==> src/rtl/lsu_agu.sv <==
// Execute-stage load/store unit: effective address, alignment check, req/gnt + rvalid
// data-memory bus, pipeline stall and sign/zero-extended load writeback.
module lsu_agu #(
  parameter int unsigned DECODE_INFO_BUS_WIDTH = 14,
  parameter logic [2:0]  MEM_TYPE              = 3'b010
) (
  input  logic                             clk_sys,
  input  logic                             rst_sys,
  input  logic                             i_valid,
  input  logic                             i_flush,
  input  logic [DECODE_INFO_BUS_WIDTH-1:0] i_decode_info_bus,
  input  logic [31:0]                      i_rs1data,
  input  logic [31:0]                      i_rs2data,
  input  logic [31:0]                      i_imm,
  input  logic [4:0]                       i_rdidx,
  output logic                             o_mem_req,
  input  logic                             i_mem_gnt,
  output logic [31:0]                      o_mem_addr,
  output logic                             o_mem_we,
  output logic [3:0]                       o_mem_wstrb,
  output logic [31:0]                      o_mem_wdata,
  input  logic                             i_mem_rvalid,
  input  logic [31:0]                      i_mem_rdata,
  input  logic                             i_mem_err,
  output logic                             o_lsu_stall,
  output logic                             o_wb_valid,
  output logic [4:0]                       o_wb_rdidx,
  output logic [31:0]                      o_wb_data,
  output logic                             o_misalign,
  output logic                             o_bus_err
);

  localparam int unsigned XLEN  = 32;
  localparam int unsigned RIDXW = 5;
  localparam logic [1:0]  SZ_B  = 2'd0;
  localparam logic [1:0]  SZ_H  = 2'd1;
  localparam logic [1:0]  SZ_W  = 2'd2;

  typedef enum logic [1:0] {S_IDLE, S_REQ, S_WAIT} state_t;

  state_t            state_q;
  logic              load_q;
  logic              sext_q;
  logic [1:0]        size_q;
  logic [RIDXW-1:0]  rdidx_q;

  logic [7:0]        op_c;
  logic [XLEN-1:0]   addr_c;
  logic              accept_c;
  logic              misal_c;
  logic              go_c;
  logic              store_c;
  logic [1:0]        size_c;
  logic [3:0]        st_wstrb_c;
  logic [XLEN-1:0]   st_wdata_c;
  logic [XLEN-1:0]   lane_c;
  logic [XLEN-1:0]   ld_data_c;
  logic              unused_c;

  // Op bits 8..10 carry nothing this unit needs.
  assign unused_c = ^i_decode_info_bus[10:8];

  // Decode, address generation, alignment and store lane formatting.
  always_comb begin
    op_c       = i_decode_info_bus[7:0];
    addr_c     = i_rs1data + i_imm;
    accept_c   = (state_q == S_IDLE) & i_valid & ~i_flush &
                 (i_decode_info_bus[13:11] == MEM_TYPE) & $onehot(op_c);
    misal_c    = ((op_c[1] | op_c[4] | op_c[6]) & addr_c[0]) |
                 ((op_c[2] | op_c[7]) & (addr_c[1:0] != 2'b00));
    go_c       = accept_c & ~misal_c;
    store_c    = |op_c[7:5];
    size_c     = SZ_W;
    st_wstrb_c = '0;
    st_wdata_c = '0;
    if (op_c[0] | op_c[3] | op_c[5]) begin
      size_c = SZ_B;
    end else if (op_c[1] | op_c[4] | op_c[6]) begin
      size_c = SZ_H;
    end
    if (op_c[5]) begin
      st_wdata_c = {4{i_rs2data[7:0]}};
      st_wstrb_c = 4'b0001 << addr_c[1:0];
    end else if (op_c[6]) begin
      st_wdata_c = {2{i_rs2data[15:0]}};
      st_wstrb_c = addr_c[1] ? 4'b1100 : 4'b0011;
    end else if (op_c[7]) begin
      st_wdata_c = i_rs2data;
      st_wstrb_c = 4'b1111;
    end
  end

  // Bus handshake and pipeline hold.
  always_comb begin
    o_mem_req   = (state_q == S_REQ);
    o_lsu_stall = go_c | (state_q == S_REQ) | ((state_q == S_WAIT) & ~i_mem_rvalid);
  end

  // Load extraction: shift the addressed lane down, then extend by size.
  always_comb begin
    lane_c    = i_mem_rdata >> {o_mem_addr[1:0], 3'b000};
    ld_data_c = i_mem_rdata;
    case (size_q)
      SZ_B:    ld_data_c = {{24{sext_q & lane_c[7]}}, lane_c[7:0]};
      SZ_H:    ld_data_c = {{16{sext_q & lane_c[15]}}, lane_c[15:0]};
      default: ld_data_c = i_mem_rdata;
    endcase
  end

  always_ff @(posedge clk_sys or negedge rst_sys) begin
    if (!rst_sys) begin
      state_q     <= S_IDLE;
      load_q      <= 1'b0;
      sext_q      <= 1'b0;
      size_q      <= SZ_B;
      rdidx_q     <= '0;
      o_mem_addr  <= '0;
      o_mem_we    <= 1'b0;
      o_mem_wstrb <= '0;
      o_mem_wdata <= '0;
      o_wb_valid  <= 1'b0;
      o_wb_rdidx  <= '0;
      o_wb_data   <= '0;
      o_misalign  <= 1'b0;
      o_bus_err   <= 1'b0;
    end else begin
      o_misalign <= accept_c & misal_c;
      o_wb_valid <= 1'b0;
      o_bus_err  <= 1'b0;
      case (state_q)
        S_IDLE: begin
          if (go_c) begin
            state_q     <= S_REQ;
            o_mem_addr  <= addr_c;
            o_mem_we    <= store_c;
            o_mem_wstrb <= st_wstrb_c;
            o_mem_wdata <= st_wdata_c;
            load_q      <= ~store_c;
            sext_q      <= op_c[0] | op_c[1];
            size_q      <= size_c;
            rdidx_q     <= i_rdidx;
          end
        end
        S_REQ: begin
          if (i_mem_gnt) state_q <= S_WAIT;
        end
        S_WAIT: begin
          if (i_mem_rvalid) begin
            state_q <= S_IDLE;
            if (i_mem_err) begin
              o_bus_err <= 1'b1;
            end else if (load_q) begin
              o_wb_valid <= 1'b1;
              o_wb_data  <= ld_data_c;
              o_wb_rdidx <= rdidx_q;
            end
          end
        end
        default: state_q <= S_IDLE;
      endcase
    end
  end

endmodule

==> config.mk <==
export PLATFORM = sky130hd
export DESIGN_NAME = lsu_agu
export DESIGN_NICKNAME = d
export VERILOG_FILES = /design/src/rtl/lsu_agu.sv
export SDC_FILE = /design/constraint.sdc
export NUM_CORES = 1
export LEC_CHECK = 0
export CELL_PAD_IN_SITES_DETAIL_PLACEMENT = 1
export CELL_PAD_IN_SITES_GLOBAL_PLACEMENT = 2
export CORE_ASPECT_RATIO = 2
export CORE_UTILIZATION = 28
export CTS_BUF_LIST = sky130_fd_sc_hd__clkbuf_2 sky130_fd_sc_hd__clkbuf_4 sky130_fd_sc_hd__clkbuf_8
export DETAILED_ROUTE_END_ITERATION = 12
export GPL_TIMING_DRIVEN = 0
export PLACE_DENSITY = 0.91
export RECOVER_POWER = 100
export SYNTH_ARGS = -nofsm -noshare
export SYNTH_HDL_FRONTEND = slang
export SYNTH_SLANG_ARGS = --single-unit
==> constraint.sdc <==
create_clock -name clk_sys -period 14.05 [get_ports clk_sys]
set_clock_uncertainty 0.2 [all_clocks]
set_input_delay 2.81 -clock clk_sys [delete_from_list [all_inputs] [get_ports clk_sys]]
set_output_delay 2.81 -clock clk_sys [all_outputs]
set_load 0.01 [all_outputs]
=== Word level (Yosys, flattened, before mapping) ===
Cells that the tools add are included.

* Register bits: 120
* Bits of input ports: 154
* Output and inout bits: 111

* Equal/unequal tests: 8
* Muxes and demuxes: 21
* Reduce and logical (&&, ||, !) cells: 7
* Shift-type cells: 2
* Bitwise gates (word level): 25
* Add/sub/neg operators: 8

{| class="wikitable"
|+ Operators by type and width
! kind !! count
|-
| $mux 32 || 3
|-
| $pmux 32 s2 || 1
|-
| $add 32x32->32 || 1
|-
| $shr 32x5->16 || 1
|-
| $mux 4 || 4
|-
| $and 1x1->1 || 11
|-
| $mux 2 || 5
|-
| $or 1x1->1 || 9
|-
| $add 1x1->2 || 4
|-
| $mux 1 || 7
|-
| $add 2x2->3 || 2
|-
| $pmux 2 s3 || 1
|-
| $not 1->1 || 5
|-
| $add 3x3->4 || 1
|-
| $eq 2x1->1 const B || 2
|-
| $eq 4x1->1 const B || 1
|-
| $logic_not 2->1 || 2
|-
| $ne 2x2->1 const B || 2
|-
| $reduce_and 4->1 || 1
|-
| $shl 1x2->4 const A || 1
|-
| $eq 3x2->1 const B || 1
|-
| $reduce_and 3->1 || 1
|-
| $reduce_or 3->1 || 1
|-
| $eq 2x2->1 const B || 1
|-
| other kinds (3) || 3
|}

=== Depth between registers and ports, before layout ===
* Depth in word-level cells: 8
* Depth in mapped cells: 17

=== Worst setup path before layout ===
Ideal clock, no wire load.

* Path type: in2out
* Start: in i_decode_info_bus[0]
* End: out o_lsu_stall
* Data arrival time: 5.796 ns
* Stages: 14
* Required time: 11.040 ns
* Path slack: 5.244 ns
* Cells stage by stage: inv_1 -> fa_1 -> fa_1 -> fa_1 -> inv_1 -> ha_1 -> inv_1 -> fa_1 -> a211o_1 -> nand2_1 -> nand3_1 -> a21oi_1 -> buf_2 -> or3_1

* Word-level cells in the longest chain between the ends: 8

{| class="wikitable"
|+ Ends and longest elaborated chain
! what !! line !! text
|-
| from (decl) || 11 || <nowiki>input logic [DECODE_INFO_BUS_WIDTH-1:0] i_decode_info_bus,</nowiki>
|-
| $add 1x1->2 (implied by the code) || 68 || <nowiki>(i_decode_info_bus[13:11] == MEM_TYPE) & $onehot(op_c);</nowiki>
|-
| $add 2x2->3 (implied by the code) || 68 ||
|-
| $add 3x3->4 (implied by the code) || 68 ||
|-
| $eq 4x1->1 || 68 ||
|-
| $and 1x1->1 || 68 ||
|-
| $and 1x1->1 || 71 || <nowiki>go_c = accept_c & ~misal_c;</nowiki>
|-
| $or 1x1->1 (2 in a row) || 96 || <nowiki>o_lsu_stall = go_c | (state_q == S_REQ) | ((state_q == S_WAIT) & ~i_mem_rvalid);</nowiki>
|-
| to (decl) || 25 || <nowiki>output logic o_lsu_stall,</nowiki>
|}

Every way passes these cells.

=== Worst setup path after layout ===
* Start: in i_decode_info_bus[5]
* End: out o_lsu_stall

Same word-level chain as after synthesis.

==> impl_metrics.toml <==
[worst_hold_path]
hold_class = "reg2reg"

[drt]
first_pass_iters = 4
drt_wl_total_um = 30300
drtIter0Drc = 293
avgRoutedWirePerCell_um = 20.4
postRouteAntennaNets = 0
viasPerCell = 5.08
drc = 0
vias = 7562

[final_layout]
syn_to_final_growth_pct = 48.5
drive_gt1_frac = 0.0340
fin_util = 0.422
fillCellCount = 2993
layout_commonest_cell = "nand2_1"
num-nets-final = 1328
mostFrequentLayoutCells = "182 x nand2_1, 146 x clkdlybuf4s50_1, 120 x dfrtp_1"

[place]
gp_congestion = 0.897
hpwl_um = 24500
port-buffer-count = 261

[global_route]
grt_max_degree = 84
antenna_found_initial = 6
grt_first_pass_wirelength_um = 45800
grt_pass1_vias = 8199
grt_overflow = 0
grt_usage = 0.241

[timing]
setup_viol = 0
relSlewSlack = -2.31
period_share = 0.799
fin_tns_setup_ns = 0
worstMarginPinSlew_ns = 4.96
drv_slew = 123
post-route-min-period_ns = 11.23
final_hold_viol_count = 0
whs_ns = 0.270
rsz0062_at_grt = "no"
clock.fmax_ghz = 0.0890

[critical_path]
cp_max_fo = 10
arrival_ns = 8.22
reg2reg_setup_slack_ns = 10.80
criticalPathCategory = "in2out"
worst_ep_required_time_ns = 11.04
cp-end-kind = "output pin"
critPathLaunchType = "primary input"

[logic_synthesis]
syn_area_per_cell_um2 = 8.31
synth_top_area_frac = 0.424
async_flop_share = 1.00
yosysUniqueCellTypes = 57
netlist_area_mm2 = 0.00709
synth_ff_type = "dfrtp_1"
synth_nets = 1047
netlist_instances = 853
yosysSeqAreaShare = 0.424
synthTopCellsByArea = "dfrtp_1 42%, nand2_1 9.6%, o21ai_0 7.6%, ha_1 6.2%, a21oi_1 6.0%"
yosysTopAreaCell = "dfrtp_1"
yosysWarnings = 0
ys_ff_latch = 120
synth_edf_count = 0

[power_and_ir_drop]
powerDensity_mw_per_mm2 = 96.4
ir_worst_vdd_mv = 0.0468
cellLeakagePower_nw = 4.90

[clock_tree]
clkLatencyLatePin_ns = 0.47
htreeDepth = 4
numCtsBuffers = 17
cts_hold_buf = 0
clkSinkCount = 120
path_clk_slew_ns = 0.08
cts_setup_buffers = 0
clk_path_buf_depth = 2
cts_tree = "done"
cts-resized-gates = 0
cts_root_buf = "clkbuf_8"

[die]
num_io_pins = 265
dieHeight_um = 227
die_x_um = 114
num_rows = 82
core_mm2 = 0.0249
initial_core_util = 0.284
die_area_mm2 = 0.0260

[flow_run]
max-cap-violations = 2

[outcome]
failed_checks = "capacitance limit, slew limit"
status = "finished with violations"
cell families after synthesis:
group                    share of synthesized area
AND/OR/NAND/NOR                              0.203
AO/OA/AOI/OAI                                0.223
XOR/XNOR                                    0.0222
buffers and inverters                       0.0378
adder cells (fa/ha/maj)                     0.0759
flip-flops                                   0.424
multiplexers                                0.0143
state kept, by name (all words and copies together) (netlist names), 2 cells and up:
| name | count |
|---|---|
| o_wb_rdidx | 5 |
| o_mem_wdata | 32 |
| rdidx_q | 5 |
| o_mem_wstrb | 4 |
| state_q | 2 |
| size_q | 2 |
| o_wb_data | 32 |
| o_mem_addr | 32 |
critical path: stages:
cell and delay [ns]:
dlygate4sd3_1 0.60, inv_1 0.12, clkbuf_1 0.43, fa_1 0.50, fa_1 0.43, inv_1 0.08
ha_1 0.17, inv_1 0.06, fa_1 0.50, nor4b_1 0.41, nand3_1 0.20, a21oi_1 0.38
clkbuf_1 0.64, or3_1 0.19, dlygate4sd3_1 0.68
cells in the mapped netlist, drive strengths merged, types with 4 or more instances:
library cell and n:
a211oi 4, o211ai 5, o21bai 6, o22ai 8, xor2 5, buf 8
mux2i 9, a31oi 4, nand2b 4, a21o 13, a221o 8, a21oi 85
nor2b 7, o31ai 4, inv 23, xnor2 13, nand3 24, clkbuf 36
and3 12, or3 9, ha 35, nor2 61, nor3 10, a22oi 8
o21ai 110, fa 5, nand2 182, dfrtp 120
final cells by class:
cell class | instances | area (µm²) | share of cell area
multi-input combinational | 665 | 3790 | 0.360
sequential | 120 | 3000 | 0.285
timing repair buffer | 262 | 2610 | 0.248
tap | 336 | 420 | 0.0399
clock buffer | 19 | 255 | 0.0243
clock inverter | 13 | 171 | 0.0163
buffer | 44 | 165 | 0.0157
inverter | 24 | 90.1 | 0.00856
antenna | 6 | 15.0 | 0.00143
through the flow:
step	instance area (µm²)	power [mW]	worst slack, ns	instances
global placement	10100	0.680	3.52	1450
CTS	10600	1.04	3.47	1483
floorplan	7090	0.526	5.24	853
global route	10500	1.06	2.52	1488
finish	10500	1.01	2.82	1489
detailed placement	10100	0.687	3.48	1451
where the power goes:
group          leakage, nW  switching [mW]  internal (mW)
combinational         3.02           0.146          0.130
clock                0.210           0.166          0.184
sequential            1.67          0.0159          0.373
total                 4.90           0.328          0.687
worst paths after layout:
kind                       depth (start not counted)                           to                   start
setup / recovery                                  15                  o_lsu_stall    i_decode_info_bus[5]
hold reg to reg                                    2       rdidx_q[4]$_DFFE_PN0P_  rdidx_q[4]$_DFFE_PN0P_
min in group asynchronous                          1    o_wb_data[28]$_DFFE_PN0P_                 rst_sys
setup reg to reg                                   7   o_mem_addr[14]$_DFFE_PN0P_  state_q[1]$_DFFE_PN0P_
hold / removal                                     2       rdidx_q[4]$_DFFE_PN0P_  rdidx_q[4]$_DFFE_PN0P_
max in group asynchronous                          2  o_mem_wdata[13]$_DFFE_PN0P_                 rst_sys
routing by layer:
metal | track usage | part of all wire
met1 | 0.223 | 0.33
met2 | 0.470 | 0.57
met3 | 0.0381 | 0.036
met4 | 0.165 | 0.062
met5 | 0 | 0.00043
Power figures use the tool's default switching activity.
